## src/rtl/x68k_ldr_sink_if.sv

```systemverilog
// Loader download handshake and SDRAM word-write port bundle for x68k_ldr_sink.
// ldr_sum exists only when LDR_CHECKSUM_EN is defined.
interface x68k_ldr_sink_if #(
  parameter int RAM_AW = 24
);
  logic              ldr_aen;
  logic [19:0]       ldr_addr;
  logic [7:0]        ldr_wdat;
  logic              ldr_wr;
  logic              ldr_ack;
  logic              ram_req;
  logic [RAM_AW-1:0] ram_waddr;
  logic [15:0]       ram_wdata;
  logic [1:0]        ram_be;
  logic              ram_ack;
  logic              ldr_idle;
`ifdef LDR_CHECKSUM_EN
  logic [15:0]       ldr_sum;
`endif

  modport master (
    output ldr_aen, ldr_addr, ldr_wdat, ldr_wr, ram_ack,
    input  ldr_ack, ram_req, ram_waddr, ram_wdata, ram_be, ldr_idle
`ifdef LDR_CHECKSUM_EN
    , input ldr_sum
`endif
  );

  modport slave (
    input  ldr_aen, ldr_addr, ldr_wdat, ldr_wr, ram_ack,
    output ldr_ack, ram_req, ram_waddr, ram_wdata, ram_be, ldr_idle
`ifdef LDR_CHECKSUM_EN
    , output ldr_sum
`endif
  );
endinterface

```

## src/rtl/x68k_ldr_sink.sv

```systemverilog
// Loader byte sink: packs ldr_wr byte pairs into big-endian SDRAM word writes.
// Optional byte checksum output is enabled by defining LDR_CHECKSUM_EN.
module x68k_ldr_sink #(
  parameter int                RAM_AW     = 24,
  parameter logic [RAM_AW-1:0] BASE_WADDR = 24'h7F0000
) (
  input  logic           clk_sys_i,
  input  logic           reset_i,
  x68k_ldr_sink_if.slave bus
);

  typedef enum logic [1:0] {
    ST_IDLE  = 2'd0,
    ST_FLUSH = 2'd1,
    ST_WRITE = 2'd2,
    ST_ACK   = 2'd3
  } state_t;

  state_t            state_q;
  logic              pend_v_q;
  logic [18:0]       pend_addr_q;
  logic [7:0]        pend_byte_q;
  logic              ldr_ack_q;
  logic              ram_req_q;
  logic [RAM_AW-1:0] ram_waddr_q;
  logic [15:0]       ram_wdata_q;
  logic [1:0]        ram_be_q;

  logic [18:0]       in_word;
  logic              in_odd;
  logic              flush_go;
  logic              byte_take;

  function automatic logic [RAM_AW-1:0] word_addr(input logic [18:0] wa);
    return BASE_WADDR + RAM_AW'(wa);
  endfunction

  assign in_word  = bus.ldr_addr[19:1];
  assign in_odd   = bus.ldr_addr[0];
  // A pending even byte must go out alone when the next byte cannot pair with it,
  // or when the download window closes with nothing in flight.
  assign flush_go = pend_v_q &
                    ((bus.ldr_wr & ~ldr_ack_q & (~in_odd | (in_word != pend_addr_q))) |
                     (~bus.ldr_wr & ~bus.ldr_aen));
  assign byte_take = ((state_q == ST_IDLE) & ~flush_go & bus.ldr_wr & bus.ldr_aen & ~in_odd) |
                     ((state_q == ST_WRITE) & bus.ram_ack);

  // Handshake FSM with registered ldr_ack and ram_* outputs.
  always_ff @(posedge clk_sys_i) begin
    if (reset_i) begin
      state_q     <= ST_IDLE;
      pend_v_q    <= 1'b0;
      pend_addr_q <= 19'd0;
      pend_byte_q <= 8'h00;
      ldr_ack_q   <= 1'b0;
      ram_req_q   <= 1'b0;
      ram_waddr_q <= '0;
      ram_wdata_q <= 16'h0000;
      ram_be_q    <= 2'b00;
    end else begin
      case (state_q)
        ST_IDLE: begin
          if (flush_go) begin
            state_q     <= ST_FLUSH;
            ram_req_q   <= 1'b1;
            ram_be_q    <= 2'b10;
            ram_wdata_q <= {pend_byte_q, 8'h00};
            ram_waddr_q <= word_addr(pend_addr_q);
          end else if (bus.ldr_wr && bus.ldr_aen && !in_odd) begin
            state_q     <= ST_ACK;
            pend_v_q    <= 1'b1;
            pend_addr_q <= in_word;
            pend_byte_q <= bus.ldr_wdat;
            ldr_ack_q   <= 1'b1;
          end else if (bus.ldr_wr && bus.ldr_aen && in_odd) begin
            // flush_go is clear here, so any pending byte belongs to this word
            state_q     <= ST_WRITE;
            ram_req_q   <= 1'b1;
            ram_be_q    <= pend_v_q ? 2'b11 : 2'b01;
            ram_wdata_q <= {(pend_v_q ? pend_byte_q : 8'h00), bus.ldr_wdat};
            ram_waddr_q <= word_addr(in_word);
          end else begin
            state_q <= ST_IDLE;
          end
        end
        ST_FLUSH: begin
          if (bus.ram_ack) begin
            state_q   <= ST_IDLE;
            ram_req_q <= 1'b0;
            pend_v_q  <= 1'b0;
          end else begin
            state_q <= ST_FLUSH;
          end
        end
        ST_WRITE: begin
          if (bus.ram_ack) begin
            state_q   <= ST_ACK;
            ram_req_q <= 1'b0;
            pend_v_q  <= 1'b0;
            ldr_ack_q <= 1'b1;
          end else begin
            state_q <= ST_WRITE;
          end
        end
        ST_ACK: begin
          if (!bus.ldr_wr) begin
            state_q   <= ST_IDLE;
            ldr_ack_q <= 1'b0;
          end else begin
            state_q <= ST_ACK;
          end
        end
        default: begin
          state_q   <= ST_IDLE;
          ram_req_q <= 1'b0;
          ldr_ack_q <= 1'b0;
        end
      endcase
    end
  end

  assign bus.ldr_ack   = ldr_ack_q;
  assign bus.ram_req   = ram_req_q;
  assign bus.ram_waddr = ram_waddr_q;
  assign bus.ram_wdata = ram_wdata_q;
  assign bus.ram_be    = ram_be_q;
  assign bus.ldr_idle  = (state_q == ST_IDLE) & ~pend_v_q;

`ifdef LDR_CHECKSUM_EN
  logic        aen_q;
  logic [15:0] sum_q;

  // Wrapping byte sum, restarted whenever a new download window opens.
  always_ff @(posedge clk_sys_i) begin
    if (reset_i) begin
      aen_q <= 1'b0;
      sum_q <= 16'h0000;
    end else begin
      aen_q <= bus.ldr_aen;
      if (bus.ldr_aen && !aen_q) begin
        sum_q <= 16'h0000;
      end else if (byte_take) begin
        sum_q <= sum_q + {8'h00, bus.ldr_wdat};
      end else begin
        sum_q <= sum_q;
      end
    end
  end

  assign bus.ldr_sum = sum_q;
`endif

endmodule
```

## src/flat_wrapper.sv

```systemverilog
// flat-port wrapper written by rule: the top's interface ports become plain ports
module x68k_ldr_sink_flat 
#(
  parameter int                RAM_AW     = 24,
  parameter logic [RAM_AW-1:0] BASE_WADDR = 24'h7F0000
)
  (clk_sys_i, reset_i, bus_ldr_aen, bus_ldr_addr, bus_ldr_wdat, bus_ldr_wr, bus_ram_ack, bus_ldr_ack, bus_ram_req, bus_ram_waddr, bus_ram_wdata, bus_ram_be, bus_ldr_idle);
  x68k_ldr_sink_if #(.RAM_AW(RAM_AW)) bus_i ();
  input  logic clk_sys_i;
  input  logic reset_i;
  input wire logic [$bits(bus_i.ldr_aen)-1:0] bus_ldr_aen;
  input wire logic [$bits(bus_i.ldr_addr)-1:0] bus_ldr_addr;
  input wire logic [$bits(bus_i.ldr_wdat)-1:0] bus_ldr_wdat;
  input wire logic [$bits(bus_i.ldr_wr)-1:0] bus_ldr_wr;
  input wire logic [$bits(bus_i.ram_ack)-1:0] bus_ram_ack;
  output wire logic [$bits(bus_i.ldr_ack)-1:0] bus_ldr_ack;
  output wire logic [$bits(bus_i.ram_req)-1:0] bus_ram_req;
  output wire logic [$bits(bus_i.ram_waddr)-1:0] bus_ram_waddr;
  output wire logic [$bits(bus_i.ram_wdata)-1:0] bus_ram_wdata;
  output wire logic [$bits(bus_i.ram_be)-1:0] bus_ram_be;
  output wire logic [$bits(bus_i.ldr_idle)-1:0] bus_ldr_idle;
  assign bus_i.ldr_aen = bus_ldr_aen;
  assign bus_i.ldr_addr = bus_ldr_addr;
  assign bus_i.ldr_wdat = bus_ldr_wdat;
  assign bus_i.ldr_wr = bus_ldr_wr;
  assign bus_i.ram_ack = bus_ram_ack;
  assign bus_ldr_ack = bus_i.ldr_ack;
  assign bus_ram_req = bus_i.ram_req;
  assign bus_ram_waddr = bus_i.ram_waddr;
  assign bus_ram_wdata = bus_i.ram_wdata;
  assign bus_ram_be = bus_i.ram_be;
  assign bus_ldr_idle = bus_i.ldr_idle;
  x68k_ldr_sink #(.RAM_AW(RAM_AW), .BASE_WADDR(BASE_WADDR)) u_core (.clk_sys_i(clk_sys_i), .reset_i(reset_i), .bus(bus_i));
endmodule
```

## config.mk

```make
export PLATFORM = sky130hd
export DESIGN_NAME = x68k_ldr_sink_flat
export DESIGN_NICKNAME = d
export VERILOG_FILES = /design/src/rtl/x68k_ldr_sink_if.sv /design/src/rtl/x68k_ldr_sink.sv /design/src/flat_wrapper.sv
export SDC_FILE = /design/constraint.sdc
export NUM_CORES = 1
export LEC_CHECK = 0
export BUFFER_PORTS_ARGS = -buffer_cell sky130_fd_sc_hd__buf_2
export CAP_MARGIN = 25
export CORE_MARGIN = 4
export CORE_UTILIZATION = 50
export CTS_BUF_LIST = sky130_fd_sc_hd__clkbuf_8
export CTS_CLUSTER_DIAMETER = 60
export DETAILED_ROUTE_END_ITERATION = 8
export PLACE_DENSITY = 0.78
export REMOVE_ABC_BUFFERS = 1
export SETUP_SLACK_MARGIN = 0.4
export SLEW_MARGIN = 20
export SYNTH_ARGS = -nofsm -noshare
export SYNTH_HDL_FRONTEND = slang
export SYNTH_SLANG_ARGS = --single-unit
```

## constraint.sdc

```tcl
create_clock -name clk_sys_i -period 2 [get_ports clk_sys_i]
set_input_delay 0.4 -clock clk_sys_i [delete_from_list [all_inputs] [get_ports clk_sys_i]]
set_output_delay 0.4 -clock clk_sys_i [all_outputs]
set_load 0.02 [all_outputs]
```

# Word-level counts from Yosys, hierarchy flattened

Index checks and enable logic that the tools add are counted.

Register bits: 74
Input port bits: 33
Output and inout port bits: 45
Logic and storage cells: 79

$add $sub $neg: 2
Eq/ne operators: 12
Mux-type cells: 29
Bitwise operators: 13
Reduce and logical (&&, ||, !) cells: 14

Operators by type and width:

| kind                                                | number |
|---|---|
| two-way mux 24 bit                                  | 3 |
| adder 23 x 19 -> 24 bit, first input constant       | 2 |
| two-way mux 16 bit                                  | 3 |
| != test 19 bit                                      | 1 |
| two-way mux 2 bit                                   | 8 |
| two-way mux 1 bit                                   | 10 |
| two-way mux 8 bit                                   | 1 |
| != test 2 bit, second input constant                | 4 |
| case mux 2 bit (4 select lines)                     | 1 |
| AND reduction 4 bit                                 | 2 |
| != test 3 x 2 -> 1 bit, second input constant       | 2 |
| NOT 1 bit                                           | 6 |
| AND reduction 3 bit                                 | 2 |
| bitwise AND 1 bit                                   | 5 |
| AND reduction 5 bit                                 | 1 |
| equality test 2 bit, second input constant          | 2 |
| != test 2 x 1 -> 1 bit, second input constant       | 2 |
| case mux 1 bit (2 select lines)                     | 2 |
| nonzero test 2 bit                                  | 2 |
| logical AND 1 bit                                   | 3 |
| case mux 1 bit (3 select lines)                     | 1 |
| nonzero test 3 bit                                  | 1 |
| equality test 2 x 1 -> 1 bit, second input constant | 1 |
| zero test 2 bit                                     | 1 |
| 3 further kinds                                     | 4 |

# Depth between registers and ports, before layout

Depth after elaboration: 7
Depth in mapped cells: 12

# Worst setup path after synthesis

No wires, ideal clock.

Path type: input -> register
Start point: input port bus_ldr_addr[7]
End point: register u_core.ram_waddr_q[18], in the netlist u_core.bus.ram_waddr[18]
Arrival time: 2.058 ns
Data required time: 1.914 ns
Slack: -0.143 ns
Stages on the path: 10
Buffers on the path: 2
Cell sequence: xnor2_1 nand4_1 nor3_2 a21bo_1 buf_6 buf_2 mux2i_1 ha_1 ha_1 a211oi_1

Cells in the longest elaborated chain, start to end: 7
Elaborated cells on any way between the ends: 12

RTL lines:

| element                                                                         | line                | source |
|---|---|---|
| from (decl)                                                                     | flat_wrapper.sv:12  | `input wire logic [$bits(bus_i.ldr_addr)-1:0] bus_ldr_addr;` |
| parallel branches: the longest is 7 deep, another holds adder 23 x 19 -> 24 bit | n/a                 |  |
| to (signal assigned)                                                            | x68k_ldr_sink.sv:68 | `ram_waddr_q <= word_addr(pend_addr_q);` |
| to (signal assigned)                                                            | x68k_ldr_sink.sv:81 | `ram_waddr_q <= word_addr(in_word);` |
| to (decl)                                                                       | x68k_ldr_sink.sv:25 | `logic [RAM_AW-1:0] ram_waddr_q;` |

Several ways; the timed one is not identified. The select of a mux whose other input is x is not followed.
A chain may end at the register's enable or synchronous reset.

# Final worst setup path

Start point: register u_core.pend_addr_q[1]
End point: register u_core.ram_waddr_q[18], in the netlist u_core.bus.ram_waddr[18]

Cells in the longest elaborated chain, start to end: 7
Elaborated cells on any way between the ends: 10

RTL lines:

| element                                                                | line                | source |
|---|---|---|
| from (decl)                                                            | x68k_ldr_sink.sv:21 | `logic [18:0] pend_addr_q;` |
| from (signal assigned)                                                 | x68k_ldr_sink.sv:72 | `pend_addr_q <= in_word;` |
| != test 19 bit                                                         | x68k_ldr_sink.sv:43 | `((bus.ldr_wr & ~ldr_ack_q & (~in_odd \| (in_word != pend_addr_q))) \|` |
| bitwise OR 1 bit                                                       | x68k_ldr_sink.sv:43 |  |
| bitwise AND 1 bit                                                      | x68k_ldr_sink.sv:43 |  |
| bitwise OR 1 bit                                                       | x68k_ldr_sink.sv:43 |  |
| bitwise AND 1 bit                                                      | x68k_ldr_sink.sv:42 | `assign flush_go = pend_v_q &` |
| != test 2 x 1 -> 1 bit (no line) or nonzero test 2 bit (tied branches) | n/a                 |  |
| AND reduction 3 bit (no line)                                          | n/a                 |  |

Parallel ways exist; a longest one is shown, timed or not.

==> impl_metrics.csv <==
group,metric,value,unit
clocking,holdBufCountCts,0,
synth,syn-mean-instance-area,9.422,sq um
die,fp.coreArea,0.006459,sq mm
hold_path,worstHoldPathType,"input pin to register",
placement,place_ws,-0.2467,ns
placement,io_buffers,77,
timing,hold_viol,0,
synth,ys_seq_area_share,42.73,%
timing,tightest_slew,0.7048,ns
worst_setup_path,critPathMaxFanout,10,
detailed_routing,firstDrtPassIters,6,
timing,finClkSkew,0.004959,ns
pwr,power.total,0.005708,W
die,die_w,90.14,microns
final_layout,final_util,76.46,%
die,initial_core_util,52.23,%
clocking,h-tree-depth,3,
worst_setup_path,cp-start-kind,"register",
global_routing,grt_start_max_net_pins,40,
final_layout,drive_above_1_share,49.30,%
synth,ys_warn_count,0,
placement,gp_congestion,0.7838,
final_layout,fillerInstances,396,
timing,fin_ws,-0.1171,ns
synth,ys_top_cells_by_area,"dfxtp_1 (43%), mux2i_1 (9.8%), nor2_1 (7.3%)",
timing,rsz0062_at_grt,"yes",
clocking,cts_tree,"built",
clocking,cts_max_path_buffers,2,
synth,synthArstFlopShare,0,%
clocking,cts_buffers,9,
global_routing,grt_overflow_total,0,
synth,yosys.area.top_type,"dfxtp_1",
pwr,p_leak,2.124,nW
run,drv_cap,0,
synth,syn-cell-area,0.003373,sq mm
die,io_pins,78,
detailed_routing,num_vias,3491,
detailed_routing,ant_nets,0,
global_routing,grt_antenna_before_repair,0,
die,rows,29,
die,die_area,0.008124,sq mm
synth,synth_ff_type,"dfxtp_1",
synth,synth_edf_count,0,
pwr,ir_drop,0.0007063,V
detailed_routing,wl,11700,microns
clocking,clk_pin_slew,0.08,ns
clocking,clkLatencyLatePin,0.36,ns
synth,ys_types,46,
detailed_routing,drt_iter0_drc,284,
global_routing,grt_pass1_vias,3424,
synth,ys_ff_latch,72,
timing,drv_slew,0,
timing,fmax,0.4724,GHz
final_layout,fin_nets,532,
detailed_routing,vias_per_cell,6.082,
timing,slew_headroom,52.84,%
pwr,power_density,1156,mW/mm^2
clocking,cts.sinks,72,
timing,finalCritPeriodShare,105.9,%
outcome,status,"finished, violations left",
global_routing,grt_usage,24.99,%
clocking,cts_root_buf,"clkbuf_8",
timing,setup-violations-final,2,
final_layout,num_antenna_cells,0,
worst_setup_path,crit_type,"register to register",
worst_setup_path,crit_path_end_kind,"register",
outcome,violations,"setup timing",
synth,synthDominantCellAreaShare,42.73,%
final_layout,area_growth,46.40,%
detailed_routing,routed_wire_length_per_instance,20.38,microns
worst_setup_path,arrival,2.40,ns
die,die_y,90.14,microns
global_routing,grt_pass1_wl,16450,microns
worst_setup_path,r2r_slack,-0.12,ns
worst_setup_path,required,2.28,ns
placement,dp_hpwl,6059,microns
detailed_routing,drc_errors,0,
synth,synthCells,358,
timing,post-route-min-period,2.117,ns
[cell usage in the layout (no fill, tap or decap), types with 3 or more instances in the layout]
cell type and instances:
a2111oi_2 6, a32oi_1 6, nand3_1 9, buf_16 3, nand2_1 20, buf_4 52, xnor2_2 10, dfxtp_2 19
buf_2 76, o21a_1 10, nand4_1 5, dfxtp_1 52, a21oi_2 5, mux2i_1 29, buf_12 4, ha_1 4
inv_6 3, buf_6 13, nor3_1 8, xnor2_1 8, o311a_1 10, clkbuf_8 10, a21oi_1 5, a211oi_1 4
nand2_4 4, nor2_1 65
[per-layer routing]
metal	vias to the layer above	wire (microns)	global-route usage, %
met4	0	485	11.73
li1	1544	-	-
met1	1672	4592	29.56
met5	-	0	0
met2	219	5762	43.12
met3	56	857	5.259
[state kept, by name, indices dropped and copies added, names as in the netlist]
| signal | flops |
|---|---|
| u_core.bus.ram_be | 2 |
| u_core.bus.ldr_ack | 1 |
| u_core.bus.ram_wdata | 16 |
| u_core.pend_byte_q | 8 |
| u_core.pend_addr_q | 19 |
| u_core.state_q | 2 |
| u_core.bus.ram_req | 1 |
| u_core.pend_v_q | 1 |
| u_core.bus.ram_waddr | 22 |
[Yosys cell counts (all sizes together), types with 9 or more instances]
master  count
buf        18
clkbuf     11
nand2      25
o21a       11
o311a      10
nand3       9
a21oi      11
nor2       67
mux2i      33
dfxtp      72
nor3       11
xnor2      18
[final cells by class]
| class | instances | area [sq um] | area share [%] |
|---|---|---|---|
| inverters | 5 | 23.77 | 0.4814 |
| repair buffers | 152 | 1152 | 23.33 |
| multi-input cells | 252 | 1993 | 40.36 |
| well taps | 77 | 96.34 | 1.951 |
| flip-flops and latches | 72 | 1469 | 29.74 |
| clock buffers | 10 | 137.6 | 2.787 |
| clock inverters | 6 | 66.31 | 1.343 |
[metrics by stage]
step	hold slack, ns	TNS, ns	std cells	cell area [sq um]
final	0.3082	-0.1211	574	4938
after global routing	0.3298	-0.4925	574	4938
after CTS	0.3066	0	566	4691
after detailed placement	0.4471	-2.456	527	4016
after global placement	0.4412	-1.014	527	4016
after floorplan	0.4411	-69.80	329	3174
[critical path: stages, from the launching register on]
cell and delay (ns):
dfxtp_2 0.35, xnor2_2 0.16, nand4_1 0.18, nor3_2 0.23, a21bo_2 0.25, buf_6 0.20, mux2i_4 0.27, ha_4 0.23
a211oi_2 0.18
[where the power goes]
group	total, W	switching, W	internal, W
Combinational	0.00268	0.00148	0.00120
Sequential	0.00182	0.000149	0.00167
Clock	0.00121	0.000592	0.000617
Total	0.00571	0.00222	0.00349
[cell families (layout without fill, tap and decap cells)]
logic type	count (synthesis)	after routing	share of synthesized area [%]
simple gates	129	129	17.32
flops	72	72	42.73
xor+xnor	18	18	4.674
compound gates	64	64	16.10
fa+ha+maj	7	7	2.596
mux	34	34	10.13
buf+inv	34	173	6.454
[timing repair]
item / in CTS / in global routing
setup endpoints to repair: 73 / 73
gates resized for setup: 69 / 32
pin swaps: 28 / 29
buffers inserted: 20 / 3
gates cloned: 3 / 5
[path summary, 6_finish.rpt]
path,end,depth (start not counted),from
max,u_core.bus.ram_waddr[18]$_SDFFE_PP0P_,8,u_core.pend_addr_q[1]$_SDFFE_PP0P_
min reg2reg,u_core.bus.ram_wdata[11]$_SDFFE_PP0P_,2,u_core.bus.ram_wdata[11]$_SDFFE_PP0P_
min,u_core.pend_byte_q[0]$_SDFFE_PP0P_,3,bus_ldr_wdat[0]
max reg2reg,u_core.bus.ram_waddr[18]$_SDFFE_PP0P_,8,u_core.pend_addr_q[1]$_SDFFE_PP0P_
(Power assumes the default switching activity.)
